**config.mk**
```make
export PLATFORM = sky130hd
export DESIGN_NAME = mul_issue_sequencer_flat
export DESIGN_NICKNAME = d
export VERILOG_FILES = /design/src/rtl/mul_issue_sequencer_if.sv /design/src/rtl/mul_issue_sequencer.sv /design/src/flat_wrapper.sv
export SDC_FILE = /design/constraint.sdc
export NUM_CORES = 1
export LEC_CHECK = 0
export ABC_AREA = 0
export CORE_AREA = 2 2 157 159
export DETAILED_ROUTE_END_ITERATION = 8
export DIE_AREA = 0 0 159 161
export GPL_ROUTABILITY_DRIVEN = 1
export GPL_TIMING_DRIVEN = 0
export MAX_ROUTING_LAYER = met4
export SYNTH_ARGS = -nofsm -noshare
export SYNTH_HDL_FRONTEND = slang
export SYNTH_SLANG_ARGS = --single-unit
```
**constraint.sdc**
```tcl
create_clock -name clk -period 1.9 [get_ports clk]
set_input_delay 0.38 -clock clk [delete_from_list [all_inputs] [get_ports clk]]
set_output_delay 0.38 -clock clk [all_outputs]
set_load 0.1 [all_outputs]
```
**src/rtl/mul_issue_sequencer_if.sv**
```systemverilog
// Handshake bundle for mul_issue_sequencer: request from register read, operand/product
// connection to the combinational multiplier, and result toward writeback.
interface mul_issue_sequencer_if;
  logic        in_valid;
  logic        in_ready;
  logic [63:0] in_a;
  logic [63:0] in_b;
  logic [4:0]  in_rd;
  logic        in_signed;
  logic [63:0] mul_a;
  logic [63:0] mul_b;
  logic [63:0] mul_product;
  logic        out_valid;
  logic        out_ready;
  logic [63:0] out_result;
  logic [4:0]  out_rd;

  // The sequencer itself.
  modport slave (
    input  in_valid, in_a, in_b, in_rd, in_signed, mul_product, out_ready,
    output in_ready, mul_a, mul_b, out_valid, out_result, out_rd
  );

  // Surroundings: register read, the multiplier and writeback.
  modport master (
    output in_valid, in_a, in_b, in_rd, in_signed, mul_product, out_ready,
    input  in_ready, mul_a, mul_b, out_valid, out_result, out_rd
  );
endinterface

```
**src/rtl/mul_issue_sequencer.sv**
```systemverilog
// Multi-cycle issue/retire stage around a combinational 32x32 multiplier.
// Define MUL_SIGNED_EN to add sign-magnitude handling of signed requests.
module mul_issue_sequencer #(
  parameter int unsigned LATENCY = 4
) (
  input  logic                   clk,
  input  logic                   rst_n,
  mul_issue_sequencer_if.slave   bus,
  output logic                   busy
);

  typedef enum logic [1:0] {IDLE, WAIT, DONE} state_t;

  state_t      state_q, state_d;
  logic [3:0]  cnt_q, cnt_d;
  logic [63:0] mul_a_q, mul_b_q;
  logic [63:0] result_q;
  logic [4:0]  rd_q, out_rd_q;
  logic        accept;
  logic        capture;
  logic [31:0] op_a, op_b;
  logic [63:0] product_fixed;
  logic        unused_bits;

  // The multiplier only ever sees the low words.
  assign unused_bits = ^{bus.in_a[63:32], bus.in_b[63:32], bus.in_signed};

`ifdef MUL_SIGNED_EN
  logic neg_q;

  // Signed requests are multiplied as magnitudes; the sign is reapplied on capture.
  always_comb begin
    op_a = bus.in_a[31:0];
    op_b = bus.in_b[31:0];
    if (bus.in_signed && bus.in_a[31]) op_a = ~bus.in_a[31:0] + 32'd1;
    if (bus.in_signed && bus.in_b[31]) op_b = ~bus.in_b[31:0] + 32'd1;
  end

  always_ff @(posedge clk) begin
    if (!rst_n) begin
      neg_q <= 1'b0;
    end else if (accept) begin
      neg_q <= bus.in_signed & (bus.in_a[31] ^ bus.in_b[31]);
    end
  end

  assign product_fixed = neg_q ? (~bus.mul_product + 64'd1) : bus.mul_product;
`else
  assign op_a          = bus.in_a[31:0];
  assign op_b          = bus.in_b[31:0];
  assign product_fixed = bus.mul_product;
`endif

  // out_ready feeds in_ready combinationally so DONE can hand over to a new request.
  assign bus.in_ready = rst_n && ((state_q == IDLE) || (state_q == DONE && bus.out_ready));
  assign accept       = bus.in_valid && bus.in_ready;
  assign capture      = (state_q == WAIT) && (cnt_q == 4'd0);

  // NOTE: sequential state uses non-blocking assignments so every register samples
  // the pre-edge values regardless of process ordering.
  always_ff @(posedge clk) begin
    if (!rst_n) begin
      state_q <= IDLE;
      cnt_q   <= 4'd0;
    end else begin
      state_q <= state_d;
      cnt_q   <= cnt_d;
    end
  end

  // NOTE: every output of this block is given a default first so no path infers a latch.
  always_comb begin
    state_d = state_q;
    cnt_d   = cnt_q;
    case (state_q)
      IDLE: begin
        if (accept) begin
          state_d = WAIT;
          cnt_d   = 4'(LATENCY - 1);
        end
      end
      WAIT: begin
        if (cnt_q != 4'd0) cnt_d   = cnt_q - 4'd1;
        else               state_d = DONE;
      end
      DONE: begin
        if (accept) begin
          state_d = WAIT;
          cnt_d   = 4'(LATENCY - 1);
        end else if (bus.out_ready) begin
          state_d = IDLE;
        end
      end
      default: state_d = IDLE;
    endcase
  end

  // NOTE: the datapath registers are cleared on reset too, so the multiplier inputs
  // and the result bus never carry stale data from an abandoned request.
  always_ff @(posedge clk) begin
    if (!rst_n) begin
      mul_a_q  <= 64'd0;
      mul_b_q  <= 64'd0;
      rd_q     <= 5'd0;
      result_q <= 64'd0;
      out_rd_q <= 5'd0;
    end else begin
      if (accept) begin
        mul_a_q <= {32'd0, op_a};
        mul_b_q <= {32'd0, op_b};
        rd_q    <= bus.in_rd;
      end
      if (capture) begin
        result_q <= product_fixed;
        out_rd_q <= rd_q;
      end
    end
  end

  assign bus.mul_a      = mul_a_q;
  assign bus.mul_b      = mul_b_q;
  assign bus.out_valid  = (state_q == DONE);
  assign bus.out_result = result_q;
  assign bus.out_rd     = out_rd_q;
  assign busy           = (state_q != IDLE);

endmodule

```
**src/flat_wrapper.sv**
```systemverilog
// flat-port wrapper written by rule: the top's interface ports become plain ports
module mul_issue_sequencer_flat 
#(
  parameter int unsigned LATENCY = 4
)
  (clk, rst_n, busy, bus_in_valid, bus_in_a, bus_in_b, bus_in_rd, bus_in_signed, bus_mul_product, bus_out_ready, bus_in_ready, bus_mul_a, bus_mul_b, bus_out_valid, bus_out_result, bus_out_rd);
  mul_issue_sequencer_if bus_i ();
  input  logic clk;
  input  logic rst_n;
  output logic busy;
  input wire logic [$bits(bus_i.in_valid)-1:0] bus_in_valid;
  input wire logic [$bits(bus_i.in_a)-1:0] bus_in_a;
  input wire logic [$bits(bus_i.in_b)-1:0] bus_in_b;
  input wire logic [$bits(bus_i.in_rd)-1:0] bus_in_rd;
  input wire logic [$bits(bus_i.in_signed)-1:0] bus_in_signed;
  input wire logic [$bits(bus_i.mul_product)-1:0] bus_mul_product;
  input wire logic [$bits(bus_i.out_ready)-1:0] bus_out_ready;
  output wire logic [$bits(bus_i.in_ready)-1:0] bus_in_ready;
  output wire logic [$bits(bus_i.mul_a)-1:0] bus_mul_a;
  output wire logic [$bits(bus_i.mul_b)-1:0] bus_mul_b;
  output wire logic [$bits(bus_i.out_valid)-1:0] bus_out_valid;
  output wire logic [$bits(bus_i.out_result)-1:0] bus_out_result;
  output wire logic [$bits(bus_i.out_rd)-1:0] bus_out_rd;
  assign bus_i.in_valid = bus_in_valid;
  assign bus_i.in_a = bus_in_a;
  assign bus_i.in_b = bus_in_b;
  assign bus_i.in_rd = bus_in_rd;
  assign bus_i.in_signed = bus_in_signed;
  assign bus_i.mul_product = bus_mul_product;
  assign bus_i.out_ready = bus_out_ready;
  assign bus_in_ready = bus_i.in_ready;
  assign bus_mul_a = bus_i.mul_a;
  assign bus_mul_b = bus_i.mul_b;
  assign bus_out_valid = bus_i.out_valid;
  assign bus_out_result = bus_i.out_result;
  assign bus_out_rd = bus_i.out_rd;
  mul_issue_sequencer #(.LATENCY(LATENCY)) u_core (.clk(clk), .rst_n(rst_n), .bus(bus_i), .busy(busy));
endmodule
```
==> run_summary.xml, run 1 <==
<?xml version="1.0" encoding="UTF-8"?>
<metrics>
  <group name="sta">
    <metric name="maxSlewHeadroom" unit="%">57.25</metric>
    <metric name="final.setup_skew" unit="ns">0.007467</metric>
    <metric name="crit_share_post_route" unit="%">97.61</metric>
    <metric name="drv_slew" unit="">0</metric>
    <metric name="worstMarginPinSlew" unit="ns">0.6412</metric>
    <metric name="final_hold_viol_count" unit="">0</metric>
    <metric name="clock.fmax" unit="MHz">539.2</metric>
    <metric name="rsz0062_at_grt" unit="">no</metric>
    <metric name="post-route-min-period" unit="ns">1.855</metric>
    <metric name="finalSetupViolations" unit="">0</metric>
  </group>
  <group name="worst_setup_path">
    <metric name="critical_path.max_stage_delay" unit="ns">0.44</metric>
    <metric name="path_cells" unit="">nor2b_2 &gt; buf_2</metric>
    <metric name="regToRegSetupSlack" unit="ns">0.13</metric>
    <metric name="critPathSlowestCell" unit="">dfxtp_1</metric>
    <metric name="worstSetupEndpointType" unit="">output port</metric>
    <metric name="critical_path.max_fanout" unit="">6</metric>
    <metric name="cp.required" unit="ns">1.52</metric>
    <metric name="critical_path_arrival" unit="ns">1.47</metric>
    <metric name="timing.setup.critical_path_class" unit="">flip-flop to output port</metric>
    <metric name="cp-start-kind" unit="">flip-flop</metric>
    <metric name="kind_of_cell_with_the_highest_combined_delay_on_the_critical_path" unit="">flip-flops</metric>
    <metric name="cp.buffers_inverters" unit="">1</metric>
  </group>
  <group name="floorplanning">
    <metric name="dieArea" unit="sq um">25600</metric>
    <metric name="die-height" unit="um">161</metric>
    <metric name="placementRows" unit="">57</metric>
    <metric name="top_level_ports" unit="">402</metric>
    <metric name="initial_core_util" unit="%">23.37</metric>
    <metric name="fp.dieW" unit="um">159</metric>
    <metric name="core_region_area" unit="sq um">23960</metric>
  </group>
  <group name="logic_synthesis">
    <metric name="asyncSetResetFlopFracSynth" unit="%">0</metric>
    <metric name="synth-edff-count" unit="">0</metric>
    <metric name="postSynthCellCount" unit="">624</metric>
    <metric name="post_synth_num_cell_types" unit="">29</metric>
    <metric name="synth_area" unit="sq um">5600</metric>
    <metric name="synth_flop_type" unit="">dfxtp_1</metric>
    <metric name="synthesis.yosys.warnings" unit="">0</metric>
    <metric name="synth.avg_cell_area" unit="sq um">8.975</metric>
    <metric name="postSynthRegisterBits" unit="">144</metric>
    <metric name="synth_sequential_area_ratio" unit="%">51.47</metric>
  </group>
  <group name="global_routing">
    <metric name="antenna_found_initial" unit="">1</metric>
    <metric name="grtUsageTotal" unit="%">14.21</metric>
    <metric name="grt_start_max_net_pins" unit="">19</metric>
    <metric name="first_global_vias" unit="">5015</metric>
    <metric name="grt_pass1_wl" unit="um">27650</metric>
    <metric name="grt.overflow.total" unit="">0</metric>
  </group>
  <group name="finish">
    <metric name="count_of_nets_after_finishing" unit="">1183</metric>
    <metric name="mostFrequentLayoutCells" unit="">dfxtp_1, nand2_1, clkdlybuf4s50_1</metric>
    <metric name="area_added_between_synthesis_and_finish" unit="%">76.32</metric>
    <metric name="layoutNonFillerInstCount" unit="">1316</metric>
    <metric name="leading_cell_type_in_the_layout_fill_and_taps_excluded" unit="">dfxtp_1</metric>
    <metric name="drive_gt1_share" unit="%">26.34</metric>
  </group>
  <group name="pwr">
    <metric name="share_comb_of_total_power" unit="%">27.0</metric>
    <metric name="design_power_total" unit="mW">9.711</metric>
    <metric name="power.share.clock" unit="%">39.6</metric>
    <metric name="cellPowerDensity" unit="nW/um^2">983.4</metric>
    <metric name="netSwitchingFraction" unit="%">34.78</metric>
    <metric name="p_seq_share" unit="%">33.4</metric>
    <metric name="netSwitchingPower" unit="mW">3.378</metric>
    <metric name="internal-power" unit="mW">6.333</metric>
    <metric name="leakagePower" unit="nW">3.873</metric>
    <metric name="peak_supply_drop" unit="mV">0.5083</metric>
  </group>
  <group name="drt">
    <metric name="detailedRoute.firstPassIterationCount" unit="">4</metric>
    <metric name="number_of_violations_reported_at_the_end_of_detailed_routing_iteration_0" unit="">183</metric>
    <metric name="avgViaCountPerCell" unit="">3.927</metric>
    <metric name="detailroute.via_count" unit="">5168</metric>
    <metric name="drt_wirelength" unit="um">18170</metric>
    <metric name="drc_violations_left" unit="">0</metric>
    <metric name="antenna_left" unit="">0</metric>
    <metric name="wl_per_cell" unit="um">13.81</metric>
  </group>
  <group name="clock_network">
    <metric name="clock_pin_slew_on_the_worst_setup_and_hold_paths" unit="ns">0.06</metric>
    <metric name="cts_tree" unit="">yes</metric>
    <metric name="numClockSinks" unit="">144</metric>
    <metric name="root_buffer_cell" unit="">clkbuf_16</metric>
    <metric name="cts-buffers-inserted" unit="">17</metric>
    <metric name="ctsHtreeMaxLevel" unit="">4</metric>
    <metric name="cts-root-to-sink-buffers" unit="">2</metric>
    <metric name="worstSkewPairLatency" unit="ns">0.42</metric>
  </group>
  <group name="placement">
    <metric name="dpl.hpwl" unit="um">13400</metric>
    <metric name="dp.cells" unit="">1283</metric>
    <metric name="place_congestion" unit="">0.7616</metric>
    <metric name="placement.io_buffers" unit="">272</metric>
  </group>
  <group name="run_status">
    <metric name="status" unit="">completed</metric>
  </group>
  <group name="run">
    <metric name="max_cap_viol_count" unit="">0</metric>
  </group>
  <group name="worst_hold_path">
    <metric name="min-delay-path-class" unit="">flip-flop to flip-flop</metric>
  </group>
</metrics>
cells by family after synthesis:
| group | synth area share (%) |
|---|---|
| AOI/OAI and AO/OA | 7.395 |
| buffers and inverters | 12.38 |
| and+or+nand+nor | 15.75 |
| xor gates and xnor gates | 0.1564 |
| DFF | 51.47 |
| adders and majority gates | 0.4468 |
| muxes | 12.33 |
| other | 0.06696 |
metal layers:
| metal | track usage, % | part of all wire [%] | vias to the layer above |
|---|---|---|---|
| met2 | 23.26 | 47 | 237 |
| met1 | 16.76 | 44 | 2316 |
| met3 | 4.700 | 8.6 | 11 |
| met4 | 3.967 | 1.1 | 0 |
| li1 | - | - | 2604 |
| met5 | - | 0 | - |
metrics by stage:
step	util [%]	area (sq um)	TNS [ns]	setup slack [ns]	hold WS, ns
4_1_cts	40.98	9819	0	0.004136	0.4396
6_report	41.21	9874	0	0.04533	0.4511
3_3_place_gp	37.47	8979	-41.25	-1.392	0.4412
3_5_place_dp	37.47	8979	-39.96	-1.404	0.4419
5_1_grt	41.21	9874	0	0.001096	0.4489
2_1_floorplan	-	5851	0	0.04096	0.4312
cell type report:
class,count,area [sq um]
diodes,1,2.502
plain buffers,102,715.7
clock buffers,18,429.2
clock inverters,13,236.5
fillers,2462,14090
inverters,3,16.27
multi-input cells,437,2281
flip-flops and latches,144,2883
well taps,324,405.4
repair buffers,274,2905
cell usage after synthesis (2+ instances only):
master	n	area share [%]
a21oi_1	69	6.2
buf_2	14	1.3
buf_4	72	9.7
clkbuf_1	16	1.1
dfxtp_1	144	51
ha_1	2	0.45
inv_1	2	0.13
mux2i_1	69	12
nand2_1	139	9.3
nand2b_1	3	0.34
nor2_1	71	4.8
nor2b_1	2	0.22
nor3_1	2	0.18
o211a_1	2	0.36
or2_2	2	0.22
or3_1	2	0.22
tightest hold or removal path, cell delays in order, from the launching register on:
cell and delay [ns]:
dfxtp_1 0.31, nand2_1 0.05, a21oi_1 0.05
worst paths after layout:
path | from | end | cells past startpoint
max reg2reg | u_core.state_q[0]$_SDFFE_PN0P_ | u_core.bus.out_result[34]$_SDFFE_PN0N_ | 6
min reg2reg | u_core.bus.out_result[41]$_SDFFE_PN0N_ | u_core.bus.out_result[41]$_SDFFE_PN0N_ | 2
max | u_core.state_q[1]$_SDFFE_PN0P_ | bus_out_valid | 2
min | u_core.bus.out_result[41]$_SDFFE_PN0N_ | u_core.bus.out_result[41]$_SDFFE_PN0N_ | 2
registers in the layout, indices dropped and copies added, names as in the netlist:
register and flops:
u_core.bus.out_result 64, u_core.bus.mul_a 32, u_core.bus.mul_b 32, u_core.bus.out_rd 5, u_core.rd_q 5, u_core.cnt_q 4
u_core.state_q 2
power by group through the flow:
stage	Sequential (mW)	Clock [mW]	Combinational, mW
after detailed placement	3.30	0	2.65
after CTS	3.24	4.00	2.62
after floorplan	4.21	0	1.07
final	3.24	3.85	2.63
after global placement	3.30	0	2.64
after global routing	3.26	4.08	2.73
timing repair:
item	in CTS	in global routing
pin swaps	0	1
endpoints found under the setup margin	220	97
buffers inserted	0	2
hold buffers	0	0
gates resized for setup	423	14
Power figures use the tool's default switching activity.
==> inputs of run 2 (changes only) <==
Settings changed: CORE_AREA 2 2 157 159 to 3 3 156 158, CTS_BUF_LIST from default to sky130_fd_sc_hd__clkbuf_8 sky130_fd_sc_hd__clkbuf_16.
==> run 2 against run 1 <==
Compared with the run above:
- combinational power hardly changed
- cell area shrank 0.91%
- sequential cell count did not move
- clock skew up 0.0017 ns
- non-clock buffer count stayed put
- sequential power about the same
- worst hold slack improved by 0.00069 ns
- fmax is 3.4% higher
- total power down 4.8%
- sequential share of layout area rose by 0.28 points
- die area unchanged
- register-to-register slack improved by 0.06 ns
==> run_summary.xml, run 2 (synthesis gave the netlist of run 1 again) <==
<?xml version="1.0" encoding="UTF-8"?>
<metrics>
  <group name="run_status">
    <metric name="status" unit="">completed</metric>
  </group>
  <group name="worst_setup_path">
    <metric name="reg2reg_depth" unit="">8</metric>
    <metric name="endpoint" unit="">bus_in_ready</metric>
    <metric name="setup.worst_path.start" unit="">bus_out_ready</metric>
    <metric name="cp.required" unit="ns">1.52</metric>
    <metric name="cp-start-kind" unit="">primary input</metric>
    <metric name="rr_endpoint" unit="">u_core.bus.out_result[29]$_SDFFE_PN0N_</metric>
    <metric name="timing.setup.critical_path_class" unit="">primary input to output port</metric>
    <metric name="critical_path_arrival" unit="ns">1.41</metric>
    <metric name="critical_path.max_fanout" unit="">2</metric>
    <metric name="regToRegSetupSlack" unit="ns">0.19</metric>
    <metric name="rr_startpoint" unit="">u_core.cnt_q[0]$_SDFFE_PN0P_</metric>
    <metric name="worstSetupEndpointType" unit="">output port</metric>
  </group>
  <group name="sta">
    <metric name="final_hold_viol_count" unit="">0</metric>
    <metric name="setup_ws" unit="ns">0.1060</metric>
    <metric name="maxSlewHeadroom" unit="%">61.41</metric>
    <metric name="crit_share_post_route" unit="%">94.42</metric>
    <metric name="worstMarginPinSlew" unit="ns">0.5816</metric>
    <metric name="post-route-min-period" unit="ns">1.794</metric>
    <metric name="rsz0062_at_grt" unit="">no</metric>
    <metric name="hold-worst-slack" unit="ns">0.4518</metric>
    <metric name="drv_slew" unit="">0</metric>
    <metric name="finalSetupViolations" unit="">0</metric>
    <metric name="final.setup_skew" unit="ns">0.009141</metric>
    <metric name="clock.fmax" unit="MHz">557.4</metric>
  </group>
  <group name="placement">
    <metric name="place_congestion" unit="">0.7449</metric>
    <metric name="placement.io_buffers" unit="">272</metric>
    <metric name="dpl.hpwl" unit="um">13640</metric>
    <metric name="preCtsSetupSlack" unit="ns">-1.467</metric>
  </group>
  <group name="drt">
    <metric name="wl_per_cell" unit="um">13.79</metric>
    <metric name="detailedRoute.firstPassIterationCount" unit="">4</metric>
    <metric name="drc_violations_left" unit="">0</metric>
    <metric name="avgViaCountPerCell" unit="">3.884</metric>
    <metric name="detailroute.via_count" unit="">5096</metric>
    <metric name="number_of_violations_reported_at_the_end_of_detailed_routing_iteration_0" unit="">161</metric>
    <metric name="antenna_left" unit="">0</metric>
    <metric name="drt_wirelength" unit="um">18100</metric>
  </group>
  <group name="floorplanning">
    <metric name="placementRows" unit="">56</metric>
    <metric name="dieArea" unit="sq um">25600</metric>
    <metric name="top_level_ports" unit="">402</metric>
    <metric name="fp.dieW" unit="um">159</metric>
    <metric name="core_region_area" unit="sq um">23260</metric>
    <metric name="initial_core_util" unit="%">24.07</metric>
    <metric name="die-height" unit="um">161</metric>
  </group>
  <group name="clock_network">
    <metric name="cts-buffers-inserted" unit="">17</metric>
    <metric name="cts_tree" unit="">yes</metric>
    <metric name="root_buffer_cell" unit="">clkbuf_16</metric>
    <metric name="numClockSinks" unit="">144</metric>
    <metric name="clock_pin_slew_on_the_worst_setup_and_hold_paths" unit="ns">0.06</metric>
    <metric name="ctsHtreeMaxLevel" unit="">4</metric>
    <metric name="cts-root-to-sink-buffers" unit="">2</metric>
    <metric name="post_cts_hold_buffer_count" unit="">0</metric>
    <metric name="worstSkewPairLatency" unit="ns">0.41</metric>
  </group>
  <group name="finish">
    <metric name="count_of_nets_after_finishing" unit="">1183</metric>
    <metric name="leading_cell_type_in_the_layout_fill_and_taps_excluded" unit="">dfxtp_1</metric>
    <metric name="mostFrequentLayoutCells" unit="">dfxtp_1, nand2_1, clkdlybuf4s50_1</metric>
    <metric name="drive_gt1_share" unit="%">26.61</metric>
    <metric name="area_added_between_synthesis_and_finish" unit="%">74.71</metric>
    <metric name="largest_register_ff_count" unit="">64</metric>
  </group>
  <group name="global_routing">
    <metric name="use_met1" unit="%">16.20</metric>
    <metric name="first_global_vias" unit="">5094</metric>
    <metric name="globalRoute.busiestLayer" unit="">met2</metric>
    <metric name="grtUsageTotal" unit="%">14.14</metric>
    <metric name="grt.overflow.total" unit="">0</metric>
    <metric name="grtUsageMet3" unit="%">6.002</metric>
    <metric name="grt_pass1_wl" unit="um">27860</metric>
    <metric name="grt_start_max_net_pins" unit="">19</metric>
    <metric name="grtUsageMet2" unit="%">23.15</metric>
    <metric name="antenna_found_initial" unit="">1</metric>
  </group>
  <group name="pwr">
    <metric name="leakagePower" unit="nW">3.839</metric>
    <metric name="cellPowerDensity" unit="nW/um^2">945.2</metric>
    <metric name="power.share.clock" unit="%">36.7</metric>
    <metric name="p_seq_share" unit="%">35.0</metric>
    <metric name="netSwitchingFraction" unit="%">36.14</metric>
    <metric name="netSwitchingPower" unit="mW">3.342</metric>
    <metric name="peak_supply_drop" unit="mV">0.4748</metric>
    <metric name="internal-power" unit="mW">5.906</metric>
    <metric name="share_comb_of_total_power" unit="%">28.3</metric>
  </group>
  <group name="worst_hold_path">
    <metric name="min-delay-path-class" unit="">flip-flop to flip-flop</metric>
  </group>
  <group name="run">
    <metric name="max_cap_viol_count" unit="">0</metric>
  </group>
</metrics>
run 2: stage by stage:
step	setup TNS (ns)	total power, mW	area (sq um)	std cells	util [%]
floorplan	0	5.275	5851	687	-
global placement	-42.48	5.945	8972	1278	38.57
detailed placement	-45.77	5.952	8972	1278	38.57
CTS	0	9.388	9756	1311	41.94
global route	0	9.641	9784	1312	42.06
finish	0	9.248	9784	1312	42.06
run 2: area by class of cell:
cell class | count | area, sq um
Inverter | 3 | 13.76
Sequential cell | 144 | 2884
Multi-Input combinational cell | 437 | 2288
Tap cell | 319 | 399.1
Clock inverter | 12 | 131.4
Timing Repair Buffer | 274 | 2903
Clock buffer | 20 | 466.7
Antenna cell | 1 | 2.502
Fill cell | 2374 | 13480
Buffer | 102 | 695.7
run 2: timing repair:
item | in CTS | in global routing
gates resized for setup | 422 | 9
pin swaps | 1 | 0
setup buffers | 2 | 0
setup endpoints to repair | 274 | 64
run 2: worst max-delay path, stage by stage:
cell	delay, ns
clkdlybuf4s50_1	0.47
nand2b_1	0.12
nor3b_4	0.21
buf_8	0.22
run 2: worst min-delay path by stage:
stage / from / to / slack, ns / cells past startpoint
6_report: u_core.bus.out_rd[3]$_SDFFE_PN0N_ / u_core.bus.out_rd[3]$_SDFFE_PN0N_ / 0.45 / 2
5_1_grt: rst_n / u_core.state_q[1]$_SDFFE_PN0P_ / 0.45 / 2
4_1_cts: rst_n / u_core.state_q[1]$_SDFFE_PN0P_ / 0.45 / 2
3_5_place_dp: u_core.rd_q[0]$_SDFFE_PN0P_ / u_core.bus.out_rd[0]$_SDFFE_PN0N_ / 0.44 / 2
3_3_place_gp: u_core.rd_q[2]$_SDFFE_PN0P_ / u_core.bus.out_rd[2]$_SDFFE_PN0N_ / 0.44 / 2
2_1_floorplan: u_core.rd_q[4]$_SDFFE_PN0P_ / u_core.bus.out_rd[4]$_SDFFE_PN0N_ / 0.43 / 2
run 2: per-layer routing:
layer,wire length [um],vias to the layer above
li1,-,2602
met1,7572,2264
met2,8621,222
met3,1740,8
met4,162,0
met5,0,-
run 2: power by group through the flow:
stage	logic, mW	registers [mW]	clock network (mW)
after floorplan	1.07	4.21	0
after global placement	2.64	3.30	0
after detailed placement	2.65	3.31	0
after CTS	2.62	3.24	3.52
after global routing	2.73	3.26	3.65
final	2.62	3.24	3.39
==> RTL change: new RTL, config.mk and constraints of run 1 <==
Add a define of `MUL_SIGNED_EN`.
--- a/src/rtl/mul_issue_sequencer.sv
+++ b/src/rtl/mul_issue_sequencer.sv
@@ -2,2 +2,4 @@
 // Define MUL_SIGNED_EN to add sign-magnitude handling of signed requests.
+`define MUL_SIGNED_EN
+
 module mul_issue_sequencer #(
Check against the original RTL: not equivalent (Yosys sat finds a counterexample within 4 cycles, from zero or initial values and one cycle with rst_n low).
==> RTL change against run 1 <==
  * The flow now finishes with violations (setup timing)
  * Area after synthesis up 50%
  * First-iteration DRC count increased to 3.4 times the old value
  * Sequential cell count up 1
  * Power is 20% higher
  * Worst setup slack got worse by 670 ps
  * Design area grew 50%
  * Global-route usage rose by 12 points
  * Routed wire length up 88%
  * Critical path type is now input port to register
==> RTL change: results (changes against run 1) <==
Parameter                              Value

Placement
  Global placement routability congestion ... 0.932 (+22%)
  Cell area after placement ... 12400 um^2 (+38%)
  Dpl ws ... -1980 ps (-576 ps)

Route
  Amount of wire on met3 after detailed routing ... 1990 um (+28%)
  Initial DRC count ... 627 (+240%)
  Routed metal-1 wirelength ... 15400 um (+94%)
  DR vias ... 9505 (+84%)
  Met2 layer wire length in the routed design ... 15800 um (+86%)

Layout
  NumNets Final ... 1678 (+42%)
  Final core area utilization ... 61.6% (+20 points)
  Fill cell count ... 2157 (-12%)
  Ratio of cells with drive above 1 in the final layout ... 40.1% (+14 points)

STA
  Worst clock skew on the final layout ... 18.7 ps (+11.2 ps)
  Worst slew margin relative to its limit ... 49.2% (-8.0 points)
  Slack of the critical path ... -621 ps (-667 ps)
  Total setup violations reported at the end of the flow ... 49 (+49)

GRT
  Number of global-route vias before repair ... 9211 (+84%)
  GR Layer Usage met2 ... 40.4% (+17 points)
  Met3 track demand over resource ... 4.29% (-0.41 points)
  Met1 track demand over resource in global routing ... 34.2% (+17 points)
  Largest net degree at the start of global routing ... 17 (-2)

Run status
  Violated checks ... setup timing
  Outcome ... complete, but fails checks

Setup path
  Slowest stage cell on the critical path ... or4_4
  Worst path max stage delay ... 610 ps (+170 ps)
  Category of cells accounting for the largest share of critical-path delay ... simple AND/OR/NAND/NOR gates
  Critical path arrival ... 2820 ps (+1350 ps)

Clock tree
  Number of post-CTS setup repair buffers ... 46 (+46)
  Resize count post-CTS ... 702 (+66%)

Synthesis
  Yosys reg bits ... 145 (+0.69%)
  Number of library cell types mapped by synthesis ... 59 (+100%)
  Syn Area/Cell ... 7.96 um^2 (-11%)

Pwr
  Peak VDD IR ... 511 uV (+0.62%)

Worst hold path
  HP Class ... input port to register
RTL change: cell count changes after synthesis, sizes merged, moves of 27 or more:
cell,run 1,this run
nand3,0,76
mux2i,69,10
xnor2,1,40
nor3,3,30
nand2,139,51
clkbuf,16,55
o21ai,0,119
xor2,0,64
RTL change: worst paths after layout:
check,startpoint,endpoint,slack [ps],cells past startpoint
setup / recovery,bus_mul_product[8],u_core.bus.out_result[41]$_SDFFE_PN0N_,-620,8
hold / removal,bus_in_a[19],u_core.bus.mul_a[19]$_SDFFE_PN0N_,230,3
setup reg to reg,u_core.cnt_q[1]$_SDFFE_PN0P_,u_core.bus.out_result[62]$_SDFFE_PN0N_,-120,7
hold reg to reg,u_core.rd_q[1]$_SDFFE_PN0N_,u_core.bus.out_rd[1]$_SDFFE_PN0N_,450,2
RTL change: where the power goes:
part	switching (mW)	internal [mW]	leakage, nW
combinational	3.43	1.21	4.15
sequential	0.177	3.30	1.19
clock	1.38	2.21	0.290
RTL change: cell families after synthesis:
| group | share of synthesized area, % |
|---|---|
| fa+ha+maj | 0.747 |
| mux | 1.19 |
| other cells | 0.0448 |
| flops | 34.6 |
| compound gates | 21.4 |
| simple gates | 21.5 |
| xor+xnor | 10.9 |
| buf+inv | 9.62 |
RTL change: worst reg2reg max path, delay by kind of cell, from the launching register on:
| family | cells | cell delay, ps |
|---|---|---|
| DFF | 1 | 320 |
| AOI/OAI and AO/OA | 2 | 480 |
| adders and majority gates | 1 | 130 |
| and+or+nand+nor | 2 | 500 |
| buffers and inverters | 2 | 460 |
RTL change: final cells by class:
type                    count  share of cell area, %
clock inverters            10                   1.10
multi-input cells         823                   43.2
repair buffers            345                   23.2
well taps                 324                   2.74
inverters                  15                  0.398
clock buffers              18                   2.97
plain buffers             124                   6.53
diodes                      6                  0.102
flip-flops and latches    145                   19.7
